$ cat src/rtl/sd_sector_sched.sv
// sd_sector_sched
// Sector-read scheduler in front of the SD disk command manager. Two
// requesters share the manager's 24-bit command port under round-robin
// arbitration. A granted request runs INIT (only when the card is not yet
// initialised), BLOCK, OREAD, then READ/READBYTE once per byte, and the bytes
// are streamed back to the owner. A wait that lasts TIMEOUT cycles aborts the
// transfer with err and forces re-initialisation on the next request.
//
// Ports
//   clk, rst                       clock, async active-high reset
//   req_i[1:0]                     level request per requester
//   req_block0_i/req_block1_i      sector number, latched at grant
//   grant_o[1:0]                   one-hot grant pulse
//   rd_data_o/rd_valid_o           streamed byte and its strobe
//   rd_owner_o/rd_last_o           owner of the transfer, final-byte flag
//   done_o[1:0]/err_o[1:0]         one-hot completion / timeout pulses
//   cmd_word_o/cmd_start_o         command to the manager
//   cmd_int_i/cmd_save_i/cmd_res_i responses from the manager
//
// state     | meaning
// IDLE      | arbitrate; one extra cycle after a grant before issuing
// INIT_ISS  | issue INIT
// INIT_WAIT | wait for INIT completion (cmd_int)
// BLK_ISS   | issue BLOCK with the latched sector, no response expected
// OPEN_ISS  | issue OREAD
// OPEN_WAIT | wait for OREAD completion (cmd_int)
// RD_ISS    | issue READ
// RD_WAIT   | wait for READ completion (cmd_int)
// BYTE_ISS  | issue READBYTE
// BYTE_WAIT | wait for the byte (cmd_save)
// FIN       | pulse done to the owner
// FAIL      | pulse already sent on entry; drop the initialised flag
module sd_sector_sched #(
  parameter int SECTOR_BYTES = 512,
  parameter int TIMEOUT      = 65535
) (
  input  logic        clk,
  input  logic        rst,
  input  logic [1:0]  req_i,
  input  logic [15:0] req_block0_i,
  input  logic [15:0] req_block1_i,
  output logic [1:0]  grant_o,
  output logic [7:0]  rd_data_o,
  output logic        rd_valid_o,
  output logic        rd_owner_o,
  output logic        rd_last_o,
  output logic [1:0]  done_o,
  output logic [1:0]  err_o,
  output logic [23:0] cmd_word_o,
  output logic        cmd_start_o,
  input  logic        cmd_int_i,
  input  logic        cmd_save_i,
  input  logic [23:0] cmd_res_i
);

  localparam int CW = (SECTOR_BYTES > 1) ? $clog2(SECTOR_BYTES) : 1;
  localparam logic [CW-1:0] CNT_LAST = CW'(SECTOR_BYTES - 1);
  localparam logic [15:0]   TMO_LAST = 16'(TIMEOUT - 1);

  localparam logic [3:0] S_IDLE      = 4'd0;
  localparam logic [3:0] S_INIT_ISS  = 4'd1;
  localparam logic [3:0] S_INIT_WAIT = 4'd2;
  localparam logic [3:0] S_BLK_ISS   = 4'd3;
  localparam logic [3:0] S_OPEN_ISS  = 4'd4;
  localparam logic [3:0] S_OPEN_WAIT = 4'd5;
  localparam logic [3:0] S_RD_ISS    = 4'd6;
  localparam logic [3:0] S_RD_WAIT   = 4'd7;
  localparam logic [3:0] S_BYTE_ISS  = 4'd8;
  localparam logic [3:0] S_BYTE_WAIT = 4'd9;
  localparam logic [3:0] S_FIN       = 4'd10;
  localparam logic [3:0] S_FAIL      = 4'd11;

  localparam logic [7:0] OP_INIT  = 8'd1;
  localparam logic [7:0] OP_BLOCK = 8'd2;
  localparam logic [7:0] OP_OREAD = 8'd3;
  localparam logic [7:0] OP_READ  = 8'd5;
  localparam logic [7:0] OP_RBYTE = 8'd7;

  logic [3:0]    state_q, state_d;
  logic          inited_q, inited_d;
  logic          last_q, last_d;
  logic          owner_q, owner_d;
  logic [15:0]   block_q, block_d;
  logic [CW-1:0] cnt_q, cnt_d;
  logic [15:0]   tmr_q, tmr_d;
  logic          pend_q, pend_d;
  logic [1:0]    grant_q, grant_d;
  logic [7:0]    rd_data_q, rd_data_d;
  logic          rd_valid_q, rd_valid_d;
  logic          rd_last_q, rd_last_d;
  logic [1:0]    done_q, done_d;
  logic [1:0]    err_q, err_d;
  logic [23:0]   cmd_word_q, cmd_word_d;
  logic          cmd_start_q, cmd_start_d;
  logic          win, in_wait;
  logic [1:0]    owner_oh;

  // Only the low byte of a manager result carries sector data.
  logic unused_res;
  assign unused_res = ^cmd_res_i[23:8];

  always_comb begin
    state_d    = state_q;
    inited_d   = inited_q;
    last_d     = last_q;
    owner_d    = owner_q;
    block_d    = block_q;
    cnt_d      = cnt_q;
    pend_d     = 1'b0;
    grant_d    = 2'b00;
    rd_data_d  = rd_data_q;
    rd_valid_d = 1'b0;
    rd_last_d  = 1'b0;
    done_d     = 2'b00;
    err_d      = 2'b00;
    owner_oh   = owner_q ? 2'b10 : 2'b01;
    win        = (req_i == 2'b11) ? ~last_q : req_i[1];
    in_wait    = state_q inside {S_INIT_WAIT, S_OPEN_WAIT, S_RD_WAIT, S_BYTE_WAIT};

    case (state_q)
      S_IDLE: begin
        // pend_q holds off issuing for one cycle so cmd_start trails grant.
        if (pend_q) begin
          state_d = inited_q ? S_BLK_ISS : S_INIT_ISS;
        end else if (|req_i) begin
          grant_d = win ? 2'b10 : 2'b01;
          owner_d = win;
          last_d  = win;
          block_d = win ? req_block1_i : req_block0_i;
          pend_d  = 1'b1;
        end
      end
      S_INIT_ISS:  state_d = S_INIT_WAIT;
      S_INIT_WAIT: if (cmd_int_i) begin
        inited_d = 1'b1;
        state_d  = S_BLK_ISS;
      end
      S_BLK_ISS:   state_d = S_OPEN_ISS;
      S_OPEN_ISS:  state_d = S_OPEN_WAIT;
      S_OPEN_WAIT: if (cmd_int_i) begin
        cnt_d   = '0;
        state_d = S_RD_ISS;
      end
      S_RD_ISS:    state_d = S_RD_WAIT;
      S_RD_WAIT:   if (cmd_int_i) state_d = S_BYTE_ISS;
      S_BYTE_ISS:  state_d = S_BYTE_WAIT;
      S_BYTE_WAIT: if (cmd_save_i) begin
        rd_data_d  = cmd_res_i[7:0];
        rd_valid_d = 1'b1;
        if (cnt_q == CNT_LAST) begin
          rd_last_d = 1'b1;
          state_d   = S_FIN;
        end else begin
          cnt_d   = cnt_q + CW'(1);
          state_d = S_RD_ISS;
        end
      end
      S_FIN: begin
        done_d  = owner_oh;
        state_d = S_IDLE;
      end
      S_FAIL: begin
        inited_d = 1'b0;
        state_d  = S_IDLE;
      end
      default: state_d = S_IDLE;
    endcase

    // A response on the last allowed cycle still wins over the timeout.
    if (in_wait && (state_d == state_q) && (tmr_q == TMO_LAST)) begin
      state_d = S_FAIL;
      err_d   = owner_oh;
    end

    tmr_d = (in_wait && (state_d == state_q)) ? tmr_q + 16'd1 : 16'd0;

    // Command outputs follow the next state so they line up with *_ISS.
    cmd_start_d = 1'b1;
    cmd_word_d  = 24'd0;
    case (state_d)
      S_INIT_ISS: cmd_word_d = {OP_INIT, 16'd0};
      S_BLK_ISS:  cmd_word_d = {OP_BLOCK, block_q};
      S_OPEN_ISS: cmd_word_d = {OP_OREAD, 16'd0};
      S_RD_ISS:   cmd_word_d = {OP_READ, 16'd0};
      S_BYTE_ISS: cmd_word_d = {OP_RBYTE, 16'd0};
      default:    cmd_start_d = 1'b0;
    endcase
  end

  always_ff @(posedge clk or posedge rst) begin
    if (rst) begin
      state_q     <= S_IDLE;
      inited_q    <= 1'b0;
      last_q      <= 1'b1;
      owner_q     <= 1'b0;
      block_q     <= 16'd0;
      cnt_q       <= '0;
      tmr_q       <= 16'd0;
      pend_q      <= 1'b0;
      grant_q     <= 2'b00;
      rd_data_q   <= 8'd0;
      rd_valid_q  <= 1'b0;
      rd_last_q   <= 1'b0;
      done_q      <= 2'b00;
      err_q       <= 2'b00;
      cmd_word_q  <= 24'd0;
      cmd_start_q <= 1'b0;
    end else begin
      state_q     <= state_d;
      inited_q    <= inited_d;
      last_q      <= last_d;
      owner_q     <= owner_d;
      block_q     <= block_d;
      cnt_q       <= cnt_d;
      tmr_q       <= tmr_d;
      pend_q      <= pend_d;
      grant_q     <= grant_d;
      rd_data_q   <= rd_data_d;
      rd_valid_q  <= rd_valid_d;
      rd_last_q   <= rd_last_d;
      done_q      <= done_d;
      err_q       <= err_d;
      cmd_word_q  <= cmd_word_d;
      cmd_start_q <= cmd_start_d;
    end
  end

  assign grant_o     = grant_q;
  assign rd_data_o   = rd_data_q;
  assign rd_valid_o  = rd_valid_q;
  assign rd_owner_o  = owner_q;
  assign rd_last_o   = rd_last_q;
  assign done_o      = done_q;
  assign err_o       = err_q;
  assign cmd_word_o  = cmd_word_q;
  assign cmd_start_o = cmd_start_q;

endmodule
$ cat config.mk
export PLATFORM = sky130hd
export DESIGN_NAME = sd_sector_sched
export DESIGN_NICKNAME = d
export VERILOG_FILES = /design/src/rtl/sd_sector_sched.sv
export SDC_FILE = /design/constraint.sdc
export NUM_CORES = 1
export LEC_CHECK = 0
export CAP_MARGIN = 10
export CORE_UTILIZATION = 39
export CTS_CLUSTER_DIAMETER = 150
export CTS_CLUSTER_SIZE = 30
export DETAILED_ROUTE_END_ITERATION = 8
export HOLD_SLACK_MARGIN = 0.03
export MAX_ROUTING_LAYER = met4
export PLACE_DENSITY = 0.7
export SETUP_SLACK_MARGIN = 0.05
export SLEW_MARGIN = 20
export SYNTH_ARGS = -nofsm -noshare
export SYNTH_HDL_FRONTEND = slang
export SYNTH_SLANG_ARGS = --single-unit
export TNS_END_PERCENT = 1
$ cat constraint.sdc
create_clock -name clk -period 5.4 [get_ports clk]
set_input_delay 1.35 -clock clk [delete_from_list [all_inputs] [get_ports clk]]
set_output_delay 1.35 -clock clk [all_outputs]
set_load 0.05 [all_outputs]
==> impl_metrics.yaml, run 1 <==
yosys:
  netlist_instances: 351
  synth.distinct_cells: 55
  synth_common_cells: "84 x dfrtp_1, 38 x nand2_1, 34 x nor2_1"
  synth_area_leaders: "dfrtp_1 55%, mux2i_1 4.7%, nand2_1 3.7%"
  synth_edf_count: 0
  yosys_warnings: 0
  yosysMostFrequentCell: "dfrtp_1"
  synth_area_mm2: 0.00386
  yosys.area.top_type_share: 0.545
  yosysTopAreaCell: "dfrtp_1"
  ys_ff_latch: 85
  ys_seq_area_frac: 0.552
  syn_avg_cell_area_um2: 11.0
  synthArstFlopShare: 1.00
  synth_flop_cell: "dfrtp_1"
power_and_ir_drop:
  peakVddDrop_mv: 0.202
  p_leak_uw: 0.00220
  power_uw: 2120
  p_per_area_mw_per_mm2: 432
detailed_routing:
  via_per_inst: 4.71
  top_layer: "met4"
  wire_per_inst_um: 12.8
  routed_wl_um: 7220
  drtIter0Drc: 87
  drtAntennaViolNets: 0
  num_vias: 2649
  routedLengthMet1_um: 3170
  wl_met2_um: 3590
  drc: 0
  first_pass_iters: 4
  wl_met3_um: 434
floorplanning:
  rows: 35
  dieHeight_um: 101
  fp.dieW_um: 101
  start_util: 0.410
  die_area_mm2: 0.0103
  core_mm2: 0.00942
  boundaryPins: 104
layout:
  fillCellCount: 832
  area_growth_pct: 27.3
  ff_latch_area_mm2: 0.00213
  antenna_cells: 0
  drive_gt1_frac: 0.0876
  final_net_count: 495
  fin_cells: 563
  multiInputGateArea_mm2: 0.00156
  fin_area_mm2: 0.00491
clocking:
  numCtsBuffers: 9
  post-cts-setup-buffers: 0
  hold_buffers: 0
  cts-root-buf: "clkbuf_8"
  ctsLongestPathBuffers: 2
  cts_tree: "done"
  clk_latency_ns: 0.36
  h-tree-depth: 3
  clkSinkCount: 85
  clk_pin_slew_worst_paths_ns: 0.10
  postCtsResizedCells: 0
min_path:
  hold_depth: 1
  whs_endpoint: "cmd_word_o[5]"
  hold_start: "block_q[5]"
  hp-class: "reg2reg"
status:
  status: "completed"
grt:
  grt_util_all_layers: 0.165
  grt_pass1_vias: 2748
  grt_start_max_net_pins: 52
  grt_antenna_before_repair: 0
  grt_pass1_wl_um: 12700
  gr-total-overflow: 0
worst_setup_path:
  reg2reg_from: "state_q[3]"
  start_kind: "primary input"
  crit_fanout: 16
  cp.required_ns: 5.68
  crit_buf_inv: 1
  r2r_setup_slack_ns: 3.00
  slowest_stage: "clkdlybuf4s50_1"
  cp.arrival_ns: 3.56
  path_cells: "clkdlybuf4s50_1, nand2_1, a22oi_1, mux2_1, nand3b_1, nor2_1"
  end_kind: "flip-flop"
  crit_family: "simple AND/OR/NAND/NOR gates"
  max_stage_delay_ns: 0.63
  reg2regPathDepth: 5
  reg2reg_to: "tmr_q[7]"
  critical_path_class: "in2reg"
placement:
  dp.cells: 547
  placed_cell_area_mm2: 0.00471
  globalplace.congestion: 0.796
  port_buffers: 82
  dp_hpwl_um: 5110
sta:
  relSlewSlack: 0.433
  finClkSkew_ns: 0.0157
  fin_crit_sh: 0.608
  fmax_ghz: 0.304
  tightestPinTransition_ns: 0.849
  setup_violations: 0
  setup_tns_ns: 0
  layout_min_cycle_time_ns: 3.28
  rsz0062_at_grt: "false"
  hold_viol: 0
  final_max_slew_viol_count: 0
job:
  drv_cap: 0
worst register-to-register path: stages (launching register included):
cell and delay (ns):
dfrtp_1 0.60, and2b_2 0.32, a22oi_1 0.25, mux2_1 0.36, nand3b_1 0.53, nor2_1 0.26
through the flow:
| stage | hold slack, ns | utilization | worst slack, ns |
|---|---|---|---|
| global placement | 0.458 | 0.501 | 1.79 |
| detailed placement | 0.465 | 0.501 | 1.72 |
| CTS | 0.489 | 0.521 | 2.10 |
| finish | 0.484 | 0.521 | 2.12 |
| floorplan | 0.447 | - | 1.86 |
| global route | 0.503 | 0.521 | 1.91 |
routing by layer:
layer	global-route usage	vias to the layer above
li1	-	1324
met1	0.198	1247
met2	0.263	74
met3	0.0587	4
met4	0.0412	0
met5	-	-
layout by cell type (no fill, tap or decap), types with 2 or more instances in the layout:
master and count:
and3_1 3, o21ai_1 17, and2_1 19, a21o_1 3, a21oi_1 4, o21ai_0 6
nor3b_1 2, xnor2_1 11, nand4_1 7, nor2b_1 4, inv_1 8, clkdlybuf4s50_1 82
nand2b_1 4, inv_6 3, or2_1 2, inv_8 2, xor2_1 10, clkbuf_8 9
conb_1 5, nand3b_1 2, ha_1 4, a211oi_1 2, mux2i_1 18, nand3_1 10
nor2_1 34, or3_1 3, mux2_2 8, nand2_1 38, dfrtp_1 84, and4_1 3
power breakdown:
part | leakage (µW) | switching (µW) | internal [µW]
clock network | 0.0000947 | 256 | 179
logic | 0.000965 | 482 | 309
registers | 0.00114 | 119 | 775
state kept, by name (all words and copies together) (netlist names):
register / count
cmd_word_o: 19
block_q: 16
tmr_q: 16
cnt_q: 9
rd_data_o: 8
state_q: 4
done_o: 2
err_o: 2
grant_o: 2
cmd_start_o: 1
inited_q: 1
last_q: 1
pend_q: 1
rd_last_o: 1
rd_owner_o: 1
rd_valid_o: 1
kinds of logic (layout without fill, tap and decap cells):
group	after synthesis	after routing	share of synthesized area
and+or+nand+nor	139	139	0.185
other	1	5	0.000972
adders and majority gates	4	4	0.0130
DFF	85	85	0.552
xor gates and xnor gates	21	21	0.0477
buffers and inverters	30	109	0.0493
AOI/OAI and AO/OA	44	44	0.0788
muxes	27	27	0.0730
area by class of cell:
type                    instances  area share
well taps                     129      0.0329
clock buffers                   9      0.0252
multi-input cells             240       0.319
inverters                      10     0.00790
repair buffers                 83       0.169
clock inverters                 7      0.0133
flip-flops and latches         85       0.433
worst max-delay path by stage:
stage,start,end,slack [ns],cells past startpoint
6_report,cmd_int_i,tmr_q[7],2.12,6
3_3_place_gp,cmd_int_i,tmr_q[7],1.79,6
2_1_floorplan,rst,block_q[0],1.86,1
4_1_cts,cmd_int_i,tmr_q[7],2.10,6
5_1_grt,cmd_int_i,tmr_q[7],1.91,6
3_5_place_dp,cmd_int_i,tmr_q[7],1.72,6
Power figures use the tool's default switching activity.
==> inputs of run 2 (changes only) <==
--- a/config.mk
+++ b/config.mk
@@ -12,7 +12,7 @@
 export DETAILED_ROUTE_END_ITERATION = 8
 export HOLD_SLACK_MARGIN = 0.03
 export MAX_ROUTING_LAYER = met4
-export PLACE_DENSITY = 0.7
+export PLACE_DENSITY = 0.72
 export SETUP_SLACK_MARGIN = 0.05
 export SLEW_MARGIN = 20
 export SYNTH_ARGS = -nofsm -noshare
==> constraint.sdc (replaced) <==
create_clock -name clk -period 2.76 [get_ports clk]
set_input_delay 0.69 -clock clk [delete_from_list [all_inputs] [get_ports clk]]
set_output_delay 0.69 -clock clk [all_outputs]
set_load 0.05 [all_outputs]
==> run 2 against run 1 <==
Effect of this change:
- global-route usage down 0.75 points
- final cell count up 1.4%
- core utilization is 1.2 points higher
- via count increased by 2.3%
- critical endpoint is now rd_owner_o
- register-to-register slack worse by 2.5 ns
- worst setup slack worse by 1.7 ns
- die area did not move
- critical path type is now reg2out
- final area is 2.2% higher
- combinational power rose by 100%
- sequential share of layout area shrank 0.95 points
- flip-flop and latch count stayed put
==> impl_metrics.yaml, run 2 (synthesis gave the netlist of run 1 again) <==
detailed_routing:
  drtIter0Drc: 73
  top_layer: "met4"
  wl_met3_um: 425
  first_pass_iters: 4
  routedLengthMet1_um: 3120
  wl_met2_um: 3630
  drc: 0
  via_per_inst: 4.74
  drtAntennaViolNets: 0
  routed_wl_um: 7250
  wire_per_inst_um: 12.7
  num_vias: 2709
floorplanning:
  boundaryPins: 104
  fp.dieW_um: 101
  core_mm2: 0.00942
  die_area_mm2: 0.0103
  start_util: 0.410
  dieHeight_um: 101
  rows: 35
power_and_ir_drop:
  switchingPower_uw: 1620
  p_seq_frac: 0.402
  p_leak_uw: 0.00225
  power_frac_clock: 0.219
  p_int_uw: 2660
  peakVddDrop_mv: 0.400
  pwr-share-comb: 0.379
  swShare: 0.379
  p_per_area_mw_per_mm2: 852
worst_setup_path:
  cp.arrival_ns: 1.62
  path_cells: "clkdlybuf4s50_1"
  reg2reg_from: "state_q[2]"
  crit_fanout: 5
  r2r_setup_slack_ns: 0.46
  crit_family: "buffers and inverters"
  end_kind: "output port"
  critical_path_depth: 1
  start_kind: "flip-flop"
  reg2regPathDepth: 5
  setup.worst_path.end: "rd_owner_o"
  critical_path_class: "reg2out"
  max_stage_delay_ns: 0.85
  cp.required_ns: 2.07
  cp-startpoint: "rd_owner_o"
  crit_buf_inv: 1
  reg2reg_to: "cmd_word_o[3]"
  slowest_stage: "clkdlybuf4s50_1"
sta:
  setup_tns_ns: 0
  rsz0062_at_grt: "false"
  relSlewSlack: 0.489
  finClkSkew_ns: 0.00646
  layout_min_cycle_time_ns: 2.31
  fmax_ghz: 0.434
  final_max_slew_viol_count: 0
  hold_viol: 0
  tightestPinTransition_ns: 0.764
  fin_crit_sh: 0.835
  setup_violations: 0
clocking:
  post-cts-setup-buffers: 0
  postCtsResizedCells: 0
  numCtsBuffers: 9
  cts-root-buf: "clkbuf_8"
  cts_tree: "done"
  clk_latency_ns: 0.35
  h-tree-depth: 3
  clk_pin_slew_worst_paths_ns: 0.08
  hold_buffers: 0
  ctsLongestPathBuffers: 2
  clkSinkCount: 85
placement:
  port_buffers: 82
  dp_hpwl_um: 5390
  globalplace.congestion: 0.845
layout:
  post-route-util: 0.533
  antenna_cells: 0
  final_common_cell: "dfrtp_1"
  area_growth_pct: 30.2
  fillCellCount: 837
  drive_gt1_frac: 0.104
  largest_reg_flops: 19
  mostFrequentLayoutCells: "84 x dfrtp_1, 82 x clkdlybuf4s50_1, 38 x nand2_1, 34 x nor2_1, 19 x and2_1"
  final_net_count: 504
grt:
  grt_pass1_wl_um: 12100
  grt_util_all_layers: 0.157
  grt_antenna_before_repair: 0
  gr-total-overflow: 0
  grt_start_max_net_pins: 37
  grt_pass1_vias: 2668
status:
  status: "completed"
min_path:
  hp-class: "reg2reg"
job:
  drv_cap: 0
==> run 2: area by class of cell <==
type,instances,area (µm²),area share
flip-flops and latches,85,2130,0.424
clock inverters,6,87.6,0.0174
clock buffers,9,124,0.0247
repair buffers,92,921,0.183
well taps,129,161,0.0322
inverters,10,41.3,0.00823
multi-input cells,240,1560,0.310
==> run 2: worst min path at each step <==
| stage | from | end | cells after the start |
|---|---|---|---|
| 2_1_floorplan | block_q[0] | block_q[0] | 2 |
| 3_3_place_gp | block_q[6] | block_q[6] | 2 |
| 3_5_place_dp | block_q[13] | cmd_word_o[13] | 1 |
| 4_1_cts | block_q[10] | cmd_word_o[10] | 1 |
| 5_1_grt | block_q[13] | cmd_word_o[13] | 1 |
| 6_report | block_q[14] | block_q[14] | 2 |
==> run 2: per-stage QoR <==
| step | instances | worst slack, ns | hold slack (ns) | power, µW | area [µm²] |
|---|---|---|---|---|---|
| 2_1_floorplan | 355 | 0.822 | 0.447 | 2970 | 3870 |
| 3_3_place_gp | 556 | 0.152 | 0.459 | 3340 | 4810 |
| 3_5_place_dp | 556 | 0.145 | 0.462 | 3380 | 4810 |
| 4_1_cts | 571 | 0.434 | 0.482 | 4320 | 5020 |
| 5_1_grt | 571 | 0.331 | 0.505 | 4560 | 5020 |
| 6_report | 571 | 0.455 | 0.479 | 4280 | 5020 |
==> run 2: per-layer routing <==
metal / up-vias / track usage
met5: - / -
met4: 0 / 0.0412
met3: 9 / 0.0580
met2: 78 / 0.260
met1: 1284 / 0.180
li1: 1338 / -
==> run 2: power by group through the flow <==
stage	clock (µW)	sequential (µW)	combinational (µW)
final	939	1720	1620
after detailed placement	0	1740	1630
after global placement	0	1730	1600
after floorplan	0	2010	955
after CTS	961	1720	1640
after global routing	1030	1760	1770
==> run 2: worst min-delay path, stage by stage (launching register included) <==
cell,delay [ns]
dfrtp_1,0.34
nand2_1,0.05
o21ai_1,0.06
==> RTL change 1, RTL diff (flow settings as in run 1) <==
`SECTOR_BYTES`: 512 -> 128.
--- a/src/rtl/sd_sector_sched.sv
+++ b/src/rtl/sd_sector_sched.sv
@@ -33,3 +33,3 @@
 module sd_sector_sched #(
-  parameter int SECTOR_BYTES = 512,
+  parameter int SECTOR_BYTES = 128,
   parameter int TIMEOUT      = 65535
Check against the original RTL: same outputs for any inputs over 10 cycles, from zero or initial values and one cycle with rst high; that may be too few to reach the edited logic, so the function may still have changed.
==> RTL change 1 against run 1 <==
  * Largest power group is now combinational logic
  * Final area increased by 3.7%
  * Area after synthesis rose by 4.4%
  * Register-to-register slack worse by 370 ps
  * Clock skew decreased by 6.2 ps
  * Critical path depth up 2
  * Synthesized cell count rose by 2.3%
  * Power increased by 20%
  * Cell count is 1.8% higher
  * Worst setup slack lost 390 ps
  * Routed wire length is 13% higher
  * Sequential cell count decreased by 2
==> RTL change 1: results (changes against run 1) <==
Placed design
  – IO Port Bufs: 82 (unchanged)
  – Dpl ws: 1364 ps (-353.0 ps)
  – Dpl hpwl: 5669 µm (+11%)
  – Placer Congestion: 0.8614 (+8.2%)
  – Placed cells: 557 (+1.8%)

Clock network
  – PostCTS Resize Cnt: 0 (unchanged)
  – CTS Buf Count: 9 (unchanged)
  – Clock input transition at the sequential cells of the worst setup and hold paths: 80 ps (-20 ps)
  – H-tree levels: 3 (unchanged)
  – Max clock buf depth: 2 (unchanged)
  – Post-CTS Setup Inserts: 0 (unchanged)
  – CTS root buffer: clkbuf_8
  – Worst-Skew Late Latency: 350 ps

Status
  – Status: complete, no violations

Setup path
  – Crit path DAT: 3870 ps (+310 ps)
  – Crit-path max FO: 20 (+4)
  – Launch point of the worst path: cmd_save_i
  – CP max-delay cell: a22oi_4
  – RR Startpoint: state_q[2]
  – Crit path largest cell delay: 570 ps (-60 ps)

Global routing
  – GRT Total Usage: 17.09% (+0.62 points)
  – First-pass GRT wire length: 14390 µm (+13%)
  – Met1 usage in global routing: 22.07% (+2.2 points)
  – Largest net degree at the start of global routing: 60 (+15%)
  – Met2 Resource Use GR: 26.80% (+0.48 points)
  – M3 GR Usage: 3.461% (-2.4 points)
  – Initial antenna violation count: 0 (unchanged)

Synth
  – Sequential element share of the synthesized area: 51.63% (-3.6 points)
  – Commonest cells in the netlist: 82 x dfrtp_1, 52 x nand2_1, 21 x o21ai_0
  – Syn Area/Cell: 11.21 µm² (+2.1%)
  – Unique cell type count in the Yosys netlist: 61 (+11%)
  – Warnings, synthesis: 0 (unchanged)
  – Synth area leaders: dfrtp_1 51%, nand2_1 4.8%, mux2i_1 4.0%, o21ai_0 2.6%, buf_6 2.5%
  – Synth Flop Type: dfrtp_1
  – Post-synthesis async set-or-reset flop share: 100.0% (unchanged)

Pwr
  – Peak VDD IR: 0.0002722 V (+35%)
  – P_int: 1.405 mW (+11%)
  – Static leakage: 2.191 nW (-0.23%)

Route
  – Iter 0 DRT Violations: 72 (-17%)
  – Pre-antenna DRT Iters: 4 (unchanged)
  – Post-Route WL: 8186 µm (+13%)
  – DR vias: 2865 (+8.2%)

Cells and area
  – Share of cells above drive strength 1: 13.18% (+4.4 points)
  – Fillers: 914 (+9.9%)
  – Largest register FFs: 19 (unchanged)
  – Ant diodes: 0 (unchanged)
  – Post-route insts no fill: 573 (+1.8%)
  – Nets: 500 (+1.0%)

Worst hold path
  – Hold Crit Class: reg -> reg
  – HP Start: rd_data_o[7]

Timing
  – Worst slew pin tran: 763.9 ps (-85.36 ps)
  – Skew final: 9.565 ps (-6.171 ps)
==> RTL change 1: cell count changes after synthesis, sizes merged, moves of 7 or more <==
cell	before	now
nor2	34	16
nor3	3	21
nor4b	0	16
and2	20	5
nand2	38	52
mux2	9	2
==> RTL change 1: cell families (layout without fill, tap and decap cells) <==
group / after synthesis / count (layout) / synth area share [%]
compound gates: 51 / 51 / 9.201
mux: 18 / 18 / 4.538
simple gates: 151 / 151 / 24.03
other cells: 1 / 5 / 0.09317
buf+inv: 34 / 111 / 5.657
xor+xnor: 18 / 18 / 3.917
fa+ha+maj: 3 / 3 / 0.9326
flops: 83 / 83 / 51.63
==> RTL change 1: routing by layer <==
layer	vias to the layer above	part of all wire (%)
li1	1409	-
met1	1371	46
met2	76	48
met3	9	4.8
met4	0	1.2
met5	-	0
==> RTL change 1: power by group through the flow <==
stage / clock (mW) / combinational, mW / sequential (mW)
CTS: 0.465 / 1.19 / 0.913
global placement: 0 / 1.16 / 0.918
detailed placement: 0 / 1.18 / 0.923
finish: 0.448 / 1.18 / 0.914
floorplan: 0 / 0.722 / 1.13
global route: 0.492 / 1.27 / 0.940
==> RTL change 1: layout make-up <==
| class | instances | area share [%] |
|---|---|---|
| Multi-Input combinational cell | 246 | 34.57 |
| Inverter | 10 | 0.7862 |
| Tap cell | 133 | 3.268 |
| Sequential cell | 83 | 40.81 |
| Clock buffer | 11 | 2.776 |
| Timing Repair Buffer | 85 | 16.56 |
| Clock inverter | 5 | 1.229 |
==> RTL change 1: stage by stage <==
stage	instance area, µm²	hold WS, ps
3_5_place_dp	4880	461.4
6_report	5092	476.9
4_1_cts	5084	481.2
3_3_place_gp	4880	454.2
5_1_grt	5092	510.3
2_1_floorplan	4040	441.6
==> RTL change 1: final timing paths <==
kind | endpoint | slack [ps] | cells past startpoint
max reg2reg | tmr_q[3] | 2630 | 7
min in group asynchronous | rd_data_o[5] | 1470 | 2
min reg2reg | rd_data_o[7] | 480 | 2
max | tmr_q[3] | 1730 | 8
min | rd_data_o[7] | 480 | 2
max in group asynchronous | tmr_q[15] | 3120 | 3
==> RTL change 1: critical path, delay by kind of cell <==
| kind | cells | cell delay [ps] |
|---|---|---|
| AO/OA/AOI/OAI | 2 | 610 |
| buffers and inverters | 3 | 1080 |
| AND/OR/NAND/NOR | 3 | 800 |
==> RTL change 2, RTL diff (settings of run 1) <==
Made on the original files. Put one more register stage on the output `err_o`, without a reset. The value now appears one clock later. The other outputs are not delayed to match.
--- a/src/rtl/sd_sector_sched.sv
+++ b/src/rtl/sd_sector_sched.sv
@@ -233,3 +233,5 @@
   assign done_o      = done_q;
-  assign err_o       = err_q;
+  always_ff @(posedge clk) begin
+    err_o <= err_q;
+  end
   assign cmd_word_o  = cmd_word_q;
Check against the original RTL: no difference found for any inputs over 10 cycles, from zero or initial values and one cycle with rst high; that may be too few to reach the edited logic, so the function may still have changed.
==> RTL change 2 against run 1 <==
  * Worst setup slack better by 330 ps
  * Sequential power is 5.3% higher
  * Sequential cell count is 2 higher
  * Highest routed layer unchanged
  * Area after synthesis is 3.6% higher
  * Final area is 3.8% higher
  * Power is 16% higher
  * Routed wire length is 4.6% higher
  * Cell count is 3.4% higher
==> RTL change 2: results (changes against run 1) <==
Status
  – Status: complete, no violations

Clock network
  – Worst-Skew Late Latency: 350 ps
  – PostCTS Resize Cnt: 0 (unchanged)
  – Max clock buf depth: 2 (unchanged)
  – H-tree levels: 3 (unchanged)
  – CTS root buffer: clkbuf_8
  – CTS Buf Count: 9 (unchanged)

Synth
  – Most common cell in the netlist: dfrtp_1
  – Post-Synth XOR/XNOR Area: 3.946% (-0.82 points)
  – Warnings, synthesis: 0 (unchanged)
  – Commonest cells in the netlist: 84 x dfrtp_1, 39 x nand2_1, 29 x nor2_1
  – Unique cell type count in the Yosys netlist: 63 (+15%)
  – Sequential element share of the synthesized area: 54.27% (-0.92 points)
  – Compound-Gate Fraction of Synth Area: 10.05% (+2.2 points)
  – Post-synthesis async set-or-reset flop share: 97.70% (-2.3 points)
  – Post-synth EDFFs: 0 (unchanged)
  – Mux contribution to synthesized area: 6.264% (-1.0 points)
  – Post-synthesis adder-cell area fraction: 1.253% (-0.045 points)
  – Synth area leaders: dfrtp_1 53%, mux2i_1 4.0%, nand2_1 3.7%, o21ai_0 3.1%, and2_1 3.0%

Cells and area
  – Share of cells above drive strength 1: 10.02% (+1.3 points)
  – Fillers: 905 (+8.8%)
  – Largest register FFs: 19 (unchanged)
  – Nets: 510 (+3.0%)

Pwr
  – Static leakage: 2.245 nW (+2.3%)
  – Peak VDD IR: 0.0002434 V (+20%)

Timing
  – Rel. slew slack: 43.06% (-0.25 points)
  – Skew final: 12.86 ps (-2.875 ps)

Route
  – DR vias: 2815 (+6.3%)
  – Pre-antenna DRT Iters: 4 (unchanged)
  – Met3 WL: 685 µm (+58%)
  – Met2 wire length: 3421 µm (-4.6%)
  – Post-Route WL: 7550 µm (+4.6%)
  – M1 WL: 3356 µm (+5.8%)
  – Iter 0 DRT Violations: 99 (+14%)
  – Top Metal Used: met4

Setup path
  – Launch point of the worst path: rd_owner_o
  – Crit path largest cell delay: 830 ps (+200 ps)
  – RR Startpoint: cnt_q[0]
  – Largest delay contributor family on the critical path: buffers and inverters
  – Crit-path max FO: 5 (-11)
  – CP max-delay cell: clkdlybuf4s50_1
  – Crit path DAT: 1610 ps (-1950 ps)
  – Reg2Reg Depth: 9 (+4)

Worst hold path
  – Hold Crit Class: reg -> reg
  – HP Start: err_q[0]
  – Hold Path Stages: 0 (-1)

Global routing
  – Met1 usage in global routing: 19.64% (-0.19 points)
  – Met2 Resource Use GR: 25.13% (-1.2 points)
  – GRT Total Usage: 16.26% (-0.20 points)
  – Initial antenna violation count: 0 (unchanged)
  – First-pass GRT wire length: 12820 µm (+0.71%)
  – M3 GR Usage: 6.317% (+0.45 points)

Placed design
  – Placer Congestion: 0.8214 (+3.2%)
  – Placed inst area: 0.004856 mm² (+3.0%)
  – IO Port Bufs: 82 (unchanged)
  – Dpl ws: 2114 ps (+396.9 ps)
  – Dpl hpwl: 5341 µm (+4.5%)
[RTL change 2: path summary, 6_finish.rpt]
kind	slack [ps]	end
setup reg to reg	3000	cmd_word_o[9]
hold reg to reg	350	err_o[0]
setup / recovery	2440	rd_owner_o
max in group asynchronous	2980	tmr_q[5]
hold / removal	350	err_o[0]
min in group asynchronous	1460	block_q[15]
[RTL change 2: cell type report]
type	count	area (µm²)	area share, %
tap	133	166.4	3.266
multi-input combinational	252	1654	32.47
inverter	10	38.79	0.7613
timing repair buffer	84	835.8	16.40
clock inverter	7	107.6	2.112
sequential	87	2168	42.56
clock buffer	9	123.9	2.431
[RTL change 2: where the power goes]
part           internal, mW  switching (mW)  total [mW]
clock                 0.270           0.253       0.523
sequential            0.812           0.129       0.941
combinational         0.388           0.613        1.00
total                  1.47           0.994        2.47
[RTL change 2: metrics by stage]
step | hold slack (ps) | instances
after floorplan | 324.2 | 372
after global placement | 329.4 | 566
after detailed placement | 334.2 | 566
after CTS | 358.2 | 582
after global routing | 364.6 | 582
final | 351.8 | 582
